### src/rtl/fetch_stage.sv
// Instruction fetch stage: drives a combinational ROM from the PC and queues
// fetched {pc, instr} pairs in a small FIFO for decode. Redirects flush the
// FIFO and restart fetch; a misaligned redirect target parks fetch in a
// sticky fault until an aligned redirect arrives.
module fetch_stage #(
    parameter int unsigned               ADDR_W   = 16,
    parameter logic [ADDR_W-1:0]         RESET_PC = '0,
    parameter int unsigned               DEPTH    = 2      // 2..8 entries
) (
    input  logic              clk,
    input  logic              reset,
    output logic [ADDR_W-1:0] rom_address,
    input  logic [31:0]       rom_data,
    input  logic              redirect_valid,
    input  logic [ADDR_W-1:0] redirect_target,
    output logic              out_valid,
    input  logic              out_ready,
    output logic [ADDR_W-1:0] out_pc,
    output logic [31:0]       out_instr,
    output logic              fetch_fault
);

    localparam int unsigned PW = $clog2(DEPTH);
    localparam int unsigned CW = $clog2(DEPTH + 1);
    localparam logic [PW-1:0] LAST_PTR  = PW'(DEPTH - 1);
    localparam logic [CW-1:0] FULL_CNT  = CW'(DEPTH);

    logic [ADDR_W-1:0] pc;
    logic              fault;
    logic [CW-1:0]     count;
    logic [PW-1:0]     head;
    logic [PW-1:0]     tail;

    logic [ADDR_W-1:0] pc_mem    [DEPTH];
    logic [31:0]       instr_mem [DEPTH];

    logic push;
    logic pop;
    logic target_aligned;

    assign rom_address    = pc;
    assign out_valid      = (count != '0);
    assign out_pc         = pc_mem[head];
    assign out_instr      = instr_mem[head];
    assign fetch_fault    = fault;
    assign target_aligned = (redirect_target[1:0] == 2'b00);

    // Handshake decode; a full buffer may still push when it pops this cycle.
    always_comb begin
        pop  = out_valid && out_ready;
        push = !fault && !redirect_valid && ((count < FULL_CNT) || pop);
    end

    // PC, fault flag and FIFO bookkeeping; redirect overrides everything else.
    always_ff @(posedge clk or posedge reset) begin
        if (reset) begin
            pc    <= RESET_PC;
            fault <= 1'b0;
            count <= '0;
            head  <= '0;
            tail  <= '0;
        end else if (redirect_valid) begin
            count <= '0;
            head  <= '0;
            tail  <= '0;
            if (target_aligned) begin
                pc    <= redirect_target;
                fault <= 1'b0;
            end else begin
                fault <= 1'b1;
            end
        end else begin
            if (push) begin
                pc   <= pc + ADDR_W'(4);
                tail <= (tail == LAST_PTR) ? '0 : tail + PW'(1);
            end
            if (pop) begin
                head <= (head == LAST_PTR) ? '0 : head + PW'(1);
            end
            if (push && !pop) begin
                count <= count + CW'(1);
            end else if (pop && !push) begin
                count <= count - CW'(1);
            end
        end
    end

    // Entry storage; contents are don't-care while empty, so no reset.
    always_ff @(posedge clk) begin
        if (push) begin
            pc_mem[tail]    <= pc;
            instr_mem[tail] <= rom_data;
        end
    end

endmodule
### config.mk
export PLATFORM = sky130hd
export DESIGN_NAME = fetch_stage
export DESIGN_NICKNAME = d
export VERILOG_FILES = /design/src/rtl/fetch_stage.sv
export SDC_FILE = /design/constraint.sdc
export NUM_CORES = 1
export LEC_CHECK = 0
export ABC_AREA = 1
export CORE_UTILIZATION = 49
export CTS_CLUSTER_DIAMETER = 200
export CTS_CLUSTER_SIZE = 14
export DETAILED_ROUTE_END_ITERATION = 8
export PLACE_DENSITY = 0.79
export SYNTH_ARGS = -nofsm -noshare
export SYNTH_HDL_FRONTEND = slang
export SYNTH_SLANG_ARGS = --single-unit
### constraint.sdc
create_clock -name clk -period 3.6 [get_ports clk]
set_clock_uncertainty 0.2 [all_clocks]
set_input_delay 0.72 -clock clk [delete_from_list [all_inputs] [get_ports clk]]
set_output_delay 0.72 -clock clk [all_outputs]
set_load 0.02 [all_outputs]
Word-level counts from Yosys, hierarchy flattened

Memories as Yosys holds them, arrays and structs flattened.
Cells that the tools add are included.
W data, S select, Z words.

Memories: 2
Input port bits: 52
Output and inout port bits: 66
Register bits: 21
Word-level logic and storage cells: 45
Bits in writable memories: 96

Reduce and logical (&&, ||, !) cells: 16
Mux-type cells: 15
Order comparisons: 1
Add/sub/neg operators: 5
Equality and inequality tests: 1

Memories:

| name      | depth | bits a word | rd ports | clocked after Yosys merged registers in | wr ports | RTL line | source |
|---|---|---|---|---|---|---|---|
| instr_mem | 2     | 32          | 1        | 0                                       | 1        | 35       | `logic [31:0] instr_mem [DEPTH];` |
| pc_mem    | 2     | 16          | 1        | 0                                       | 1        | 34       | `logic [ADDR_W-1:0] pc_mem [DEPTH];` |

Operator list:

| operator                | count |
|---|---|
| $mux W16                | 3 |
| $add A16 B3 Y16 const B | 1 |
| $mux W1                 | 9 |
| $mux W2                 | 3 |
| $reduce_bool A2 Y1      | 3 |
| $logic_and A1 B1 Y1     | 5 |
| $logic_not A1 Y1        | 4 |
| $reduce_bool A3 Y1      | 1 |
| $add A1 B1 Y1 const B   | 2 |
| $add A2 B1 Y2 const B   | 1 |
| $logic_not A2 Y1        | 1 |
| $lt A2 B2 Y1 const B    | 1 |
| $ne A2 B1 Y1 const B    | 1 |
| $reduce_and A2 Y1       | 1 |
| $sub A2 B1 Y2 const B   | 1 |
| $logic_or A1 B1 Y1      | 1 |

Longest topological paths before layout

Word-level depth: 9
Gate-level depth with buffers: 8
Mapped depth without buffers: 8

Least setup slack after synthesis

Ideal clock, no wire load.

Kind: input to register
Start: input redirect_valid
End: memory instr_mem[0][0] (enable)
Cell stages on the path: 3
Required time: 2.946 ns
Arrival: 2.993 ns
Setup time: 0.454 ns
Slack: -0.046 ns
Path buffers: 0
Cell sequence: nor2_4 o21ai_4 nor2_1

Word-level cells in the longest chain between the ends: 5

RTL lines:

| element                           | RTL line | source |
|---|---|---|
| from (decl)                       | 14       | `input logic redirect_valid,` |
| $logic_not A1 Y1                  | 51       | `push = !fault && !redirect_valid && ((count < FULL_CNT) \|\| pop);` |
| $logic_and A1 B1 Y1 (2 in series) | 51       |  |
| $mux W1                           | 90       | `if (push) begin` |
| $mux W1 (implied by the code)     | 92       | `instr_mem[tail] <= rom_data;` |
| to (decl)                         | 35       |  |

No other way between the ends.

Worst setup path in the final report

Start: register head
End: output out_instr[0]

Word-level cells in the longest chain between the ends: 1

RTL lines:

| element                | RTL line | source |
|---|---|---|
| from (decl)            | 31       | `logic [PW-1:0] head;` |
| from (signal assigned) | 78       | `head <= (head == LAST_PTR) ? '0 : head + PW'(1);` |
| $mem_v2 Z2 W32         | --       |  |
| to (decl)              | 19       | `output logic [31:0] out_instr,` |

No other way between the ends.

==> report_table.html <==
<table>
<tr><th>Metric</th><th>Value</th></tr>
<tr><th colspan="2">Run status</th></tr>
<tr><td>Outcome</td><td>complete, no violations</td></tr>
<tr><th colspan="2">Synth</th></tr>
<tr><td>Post-synth top area share</td><td>0.599</td></tr>
<tr><td>Most area-hungry cell type in the Yosys netlist</td><td>sky130_fd_sc_hd__edfxtp_1</td></tr>
<tr><td>Ys Warns</td><td>0</td></tr>
<tr><td>Synth Cell Area</td><td>roughly 0.0048 mm^2</td></tr>
<tr><td>Count of flip-flops with a built-in enable after synthesis</td><td>96</td></tr>
<tr><td>Top post-synthesis cells by count</td><td>sky130_fd_sc_hd__nand2_1 (207), sky130_fd_sc_hd__edfxtp_1 (96), sky130_fd_sc_hd__nor2_1 (33), sky130_fd_sc_hd__inv_1 (25), sky130_fd_sc_hd__dfrtp_1 (21)</td></tr>
<tr><td>Top flip-flop cell by instance count after synthesis</td><td>sky130_fd_sc_hd__edfxtp_1</td></tr>
<tr><td>Number of distinct standard cells referenced by the synthesized netlist</td><td>27</td></tr>
<tr><td>Flops &amp; latches, synth</td><td>around 120</td></tr>
<tr><td>Cell count after synthesis</td><td>453</td></tr>
<tr><td>Mean cell area of the mapped netlist</td><td>around 11 um^2</td></tr>
<tr><td>Ys async rst share</td><td>0.179</td></tr>
<tr><td>Most common cell in the synthesized netlist</td><td>sky130_fd_sc_hd__nand2_1</td></tr>
<tr><td>Synth area leaders</td><td>sky130_fd_sc_hd__edfxtp_1 (60%), sky130_fd_sc_hd__nand2_1 (16%), sky130_fd_sc_hd__dfrtp_1 (11%), sky130_fd_sc_hd__nor2_1 (2.6%), sky130_fd_sc_hd__inv_1 (2.0%)</td></tr>
<tr><td>Post-synthesis sequential area ratio</td><td>0.708</td></tr>
<tr><td>Net count after synthesis</td><td>approximately 500</td></tr>
<tr><th colspan="2">Timing</th></tr>
<tr><td>Upper clock frequency limit</td><td>between 200 and 300 MHz</td></tr>
<tr><td>Max-slew violation count</td><td>0</td></tr>
<tr><td>Total of endpoints with negative setup slack in the final report</td><td>0</td></tr>
<tr><td>Hold Fails Final Rpt</td><td>0</td></tr>
<tr><td>Worst hold slack</td><td>312 ps</td></tr>
<tr><td>Post-route clock period utilization</td><td>0.927</td></tr>
<tr><td>Transition time of the tightest slew-check pin</td><td>a little under 900 ps</td></tr>
<tr><td>Least setup slack across all paths after layout</td><td>around 260 ps</td></tr>
<tr><td>Final period demand of the worst path</td><td>approximately 3300 ps</td></tr>
<tr><td>RSZ-0062 raised after global routing</td><td>no</td></tr>
<tr><td>Worst slew slack as a fraction of its limit</td><td>0.422</td></tr>
<tr><th colspan="2">Setup path</th></tr>
<tr><td>Delay of the slowest cell on the worst path</td><td>between 600 and 700 ps</td></tr>
<tr><td>Critical Path AT</td><td>2420 ps</td></tr>
<tr><td>Required time at the worst-slack endpoint</td><td>between 2000 and 3000 ps</td></tr>
<tr><td>Critical Path Source Type</td><td>flip-flop</td></tr>
<tr><td>Buffering stage count on the worst path with inverters included</td><td>2</td></tr>
<tr><td>CP endpoint kind</td><td>output pin</td></tr>
<tr><td>Family with the most delay on the worst path</td><td>buffers and inverters</td></tr>
<tr><td>CP Class</td><td>flip-flop to output pin</td></tr>
<tr><td>Most common cell on crit path</td><td>sky130_fd_sc_hd__nand2_1</td></tr>
<tr><td>Cell at the slowest stage of the critical path</td><td>sky130_fd_sc_hd__clkdlybuf4s50_1</td></tr>
<tr><td>Worst-path maximum fanout</td><td>49</td></tr>
<tr><td>Series of cell instances along the critical path</td><td>inv_2 &gt; nand2_1 &gt; nand2_1 &gt; clkdlybuf4s50_1</td></tr>
<tr><th colspan="2">Detailed routing</th></tr>
<tr><td>Via/cell ratio</td><td>4.95</td></tr>
<tr><td>Detailed-route via count</td><td>between 3000 and 4000</td></tr>
<tr><td>Number of optimization iterations in the first detailed-route pass</td><td>4</td></tr>
<tr><td>Remaining antenna violation count after routing</td><td>0</td></tr>
<tr><td>Violation count after the first detailed-route iteration</td><td>223</td></tr>
<tr><td>Per-cell routed wire length</td><td>15.3 um</td></tr>
<tr><td>Count of unresolved DRC violations after routing</td><td>0</td></tr>
<tr><td>Final WL</td><td>11.0 mm</td></tr>
<tr><th colspan="2">Clocking</th></tr>
<tr><td>Clk pin slew, worst setup/hold paths</td><td>60 ps</td></tr>
<tr><td>Clock latency on the worst-skew pair</td><td>a little over 500 ps</td></tr>
<tr><td>Depth of the CTS H-tree</td><td>4</td></tr>
<tr><td>Longest Clk Path Bufs</td><td>2</td></tr>
<tr><td>Post-CTS setup repair buffer count</td><td>0</td></tr>
<tr><td>CTS Buf Count</td><td>17</td></tr>
<tr><td>Resize count post-CTS</td><td>0</td></tr>
<tr><td>TritonCTS clock tree</td><td>yes</td></tr>
<tr><td>Sink Count</td><td>117</td></tr>
<tr><td>Clock tree root buffer cell</td><td>sky130_fd_sc_hd__clkbuf_8</td></tr>
<tr><td>Number of buffers inserted by hold repair at cts</td><td>0</td></tr>
<tr><th colspan="2">GRT</th></tr>
<tr><td>Initial antenna violation count</td><td>0</td></tr>
<tr><td>Global Route Usage Sum</td><td>0.232</td></tr>
<tr><td>Wire length of the first global-routing pass</td><td>between 15 and 20 mm</td></tr>
<tr><td>Largest net degree at the start of global routing</td><td>50</td></tr>
<tr><td>Vias in the first global route</td><td>approximately 3400</td></tr>
<tr><td>Global route overflow</td><td>0</td></tr>
<tr><th colspan="2">Layout</th></tr>
<tr><td>Number of inserted diodes</td><td>0</td></tr>
<tr><td>Fraction of final layout cells with drive strength greater than 1</td><td>0.0761</td></tr>
<tr><td>Total of fill cells in the finished design</td><td>642</td></tr>
<tr><td>Area taken by flip-flops and latches</td><td>between 0.003 and 0.004 mm^2</td></tr>
<tr><td>Count of nets after finishing</td><td>roughly 630</td></tr>
<tr><td>Final Core Density</td><td>0.721</td></tr>
<tr><td>Multi-input gate area</td><td>around 0.0012 mm^2</td></tr>
<tr><td>Area Overhead vs Synth</td><td>40.4%</td></tr>
<tr><th colspan="2">Worst hold path</th></tr>
<tr><td>Hold crit path type</td><td>flip-flop to flip-flop</td></tr>
<tr><th colspan="2">Place</th></tr>
<tr><td>Sum of net half-perimeters after detailed placement</td><td>just under 7 mm</td></tr>
<tr><td>Quantity of I/O buffers inserted on ports</td><td>117</td></tr>
<tr><td>Minimum setup slack after placement</td><td>between 700 and 800 ps</td></tr>
<tr><td>Final GP Congestion</td><td>0.865</td></tr>
<tr><th colspan="2">Floorplanning</th></tr>
<tr><td>Die ar.</td><td>around 0.010 mm^2</td></tr>
<tr><td>Initial core utilization</td><td>0.513</td></tr>
<tr><td>Number of top-level pins</td><td>approximately 120</td></tr>
<tr><td>Count of standard-cell rows</td><td>35</td></tr>
<tr><td>Die H</td><td>between 100 and 150 um</td></tr>
<tr><td>DIE WIDTH</td><td>101 um</td></tr>
<tr><td>Standard cell core area</td><td>0.00937 mm^2</td></tr>
<tr><th colspan="2">Pwr</th></tr>
<tr><td>Total power density per cell area</td><td>approximately 710 mW/mm^2</td></tr>
<tr><td>Cell leakage power</td><td>~0.0027 uW</td></tr>
<tr><td>Maximum vdd drop</td><td>~0.32 mV</td></tr>
<tr><th colspan="2">Run</th></tr>
<tr><td>Number of max-cap violations</td><td>0</td></tr>
</table>
kinds of logic after synthesis:
group	Yosys count	share of synthesized area
DFF	117	0.708
and+or+nand+nor	266	0.219
adders and majority gates	1	0.00260
AOI/OAI and AO/OA	26	0.0320
buffers and inverters	43	0.0385
final cells by class:
type,instances,share of cell area
Clock buffer,17,0.0613
Clock inverter,15,0.0300
Inverter,28,0.0159
Multi-Input combinational cell,293,0.183
Sequential cell,117,0.505
Tap cell,129,0.0239
Timing Repair Buffer,121,0.182
path summary, 6_finish.rpt:
check | start | end | slack [ps] | cells after the start
worst max register to register | rom_address[3]$_DFFE_PP0P_ | rom_address[14]$_DFFE_PP0P_ | 1750 | 8
worst max-delay path | head$_DFFE_PP0P_ | out_instr[0] | 260 | 4
worst min-delay path | rom_address[0]$_DFFE_PP0P_ | pc_mem[1][0]$_DFFE_PP_ | 310 | 0
min in group asynchronous | reset | count[0]$_DFFE_PP0P_ | 500 | 2
max in group asynchronous | reset | head$_DFFE_PP0P_ | 2110 | 2
worst min register to register | rom_address[0]$_DFFE_PP0P_ | pc_mem[1][0]$_DFFE_PP_ | 310 | 0
power breakdown:
part,total [uW],internal [uW],switching (uW)
sequential,1720,1600,124
combinational,1310,549,758
clock,1740,1130,613
total,4770,3280,1490
layer usage:
metal  wire (um)  up-vias  GRT usage  share of wire
li1            -     1747          -              -
met1        4750     1664      0.301           0.43
met2        5440      139      0.386           0.49
met3         688       16     0.0576          0.062
met4         144        0     0.0758          0.013
met5           0        -          0              0
cell usage in the layout, fill, tap and decap left out, drive strengths merged:
cell type      netlist  final
ha                   1      1
nor2                35     35
a21oi                6      6
clkinv               0      5
inv                 28     31
o22ai                1      1
nor3                 1      1
nand2              208    208
a22oi                1      1
o21a                 1      1
o21ai               14     14
clkinvlp             0      3
clkbuf               8     17
nand4                5      5
nand3               16     16
a31oi                1      1
buf                  7      4
bufinv               0      4
edfxtp              96     96
dfrtp               21     21
or2                  1      1
clkdlybuf4s50        0    117
o21bai               2      2
sequential cells by signal (all words and copies together) (netlist names):
signal and count:
pc_mem 32, count 2, head 1, tail 1, rom_address 16, instr_mem 64
fetch_fault 1
through the flow:
step	power, uW	TNS (ps)	cell area (um^2)	cells
5_1_grt	4970	0	6760	720
2_1_floorplan	2420	-4440	4810	453
3_5_place_dp	3050	0	6140	688
3_3_place_gp	3020	0	6140	688
6_report	4770	0	6760	720
4_1_cts	4780	0	6760	720
No activity file was read; power rests on OpenSTA's default activity.
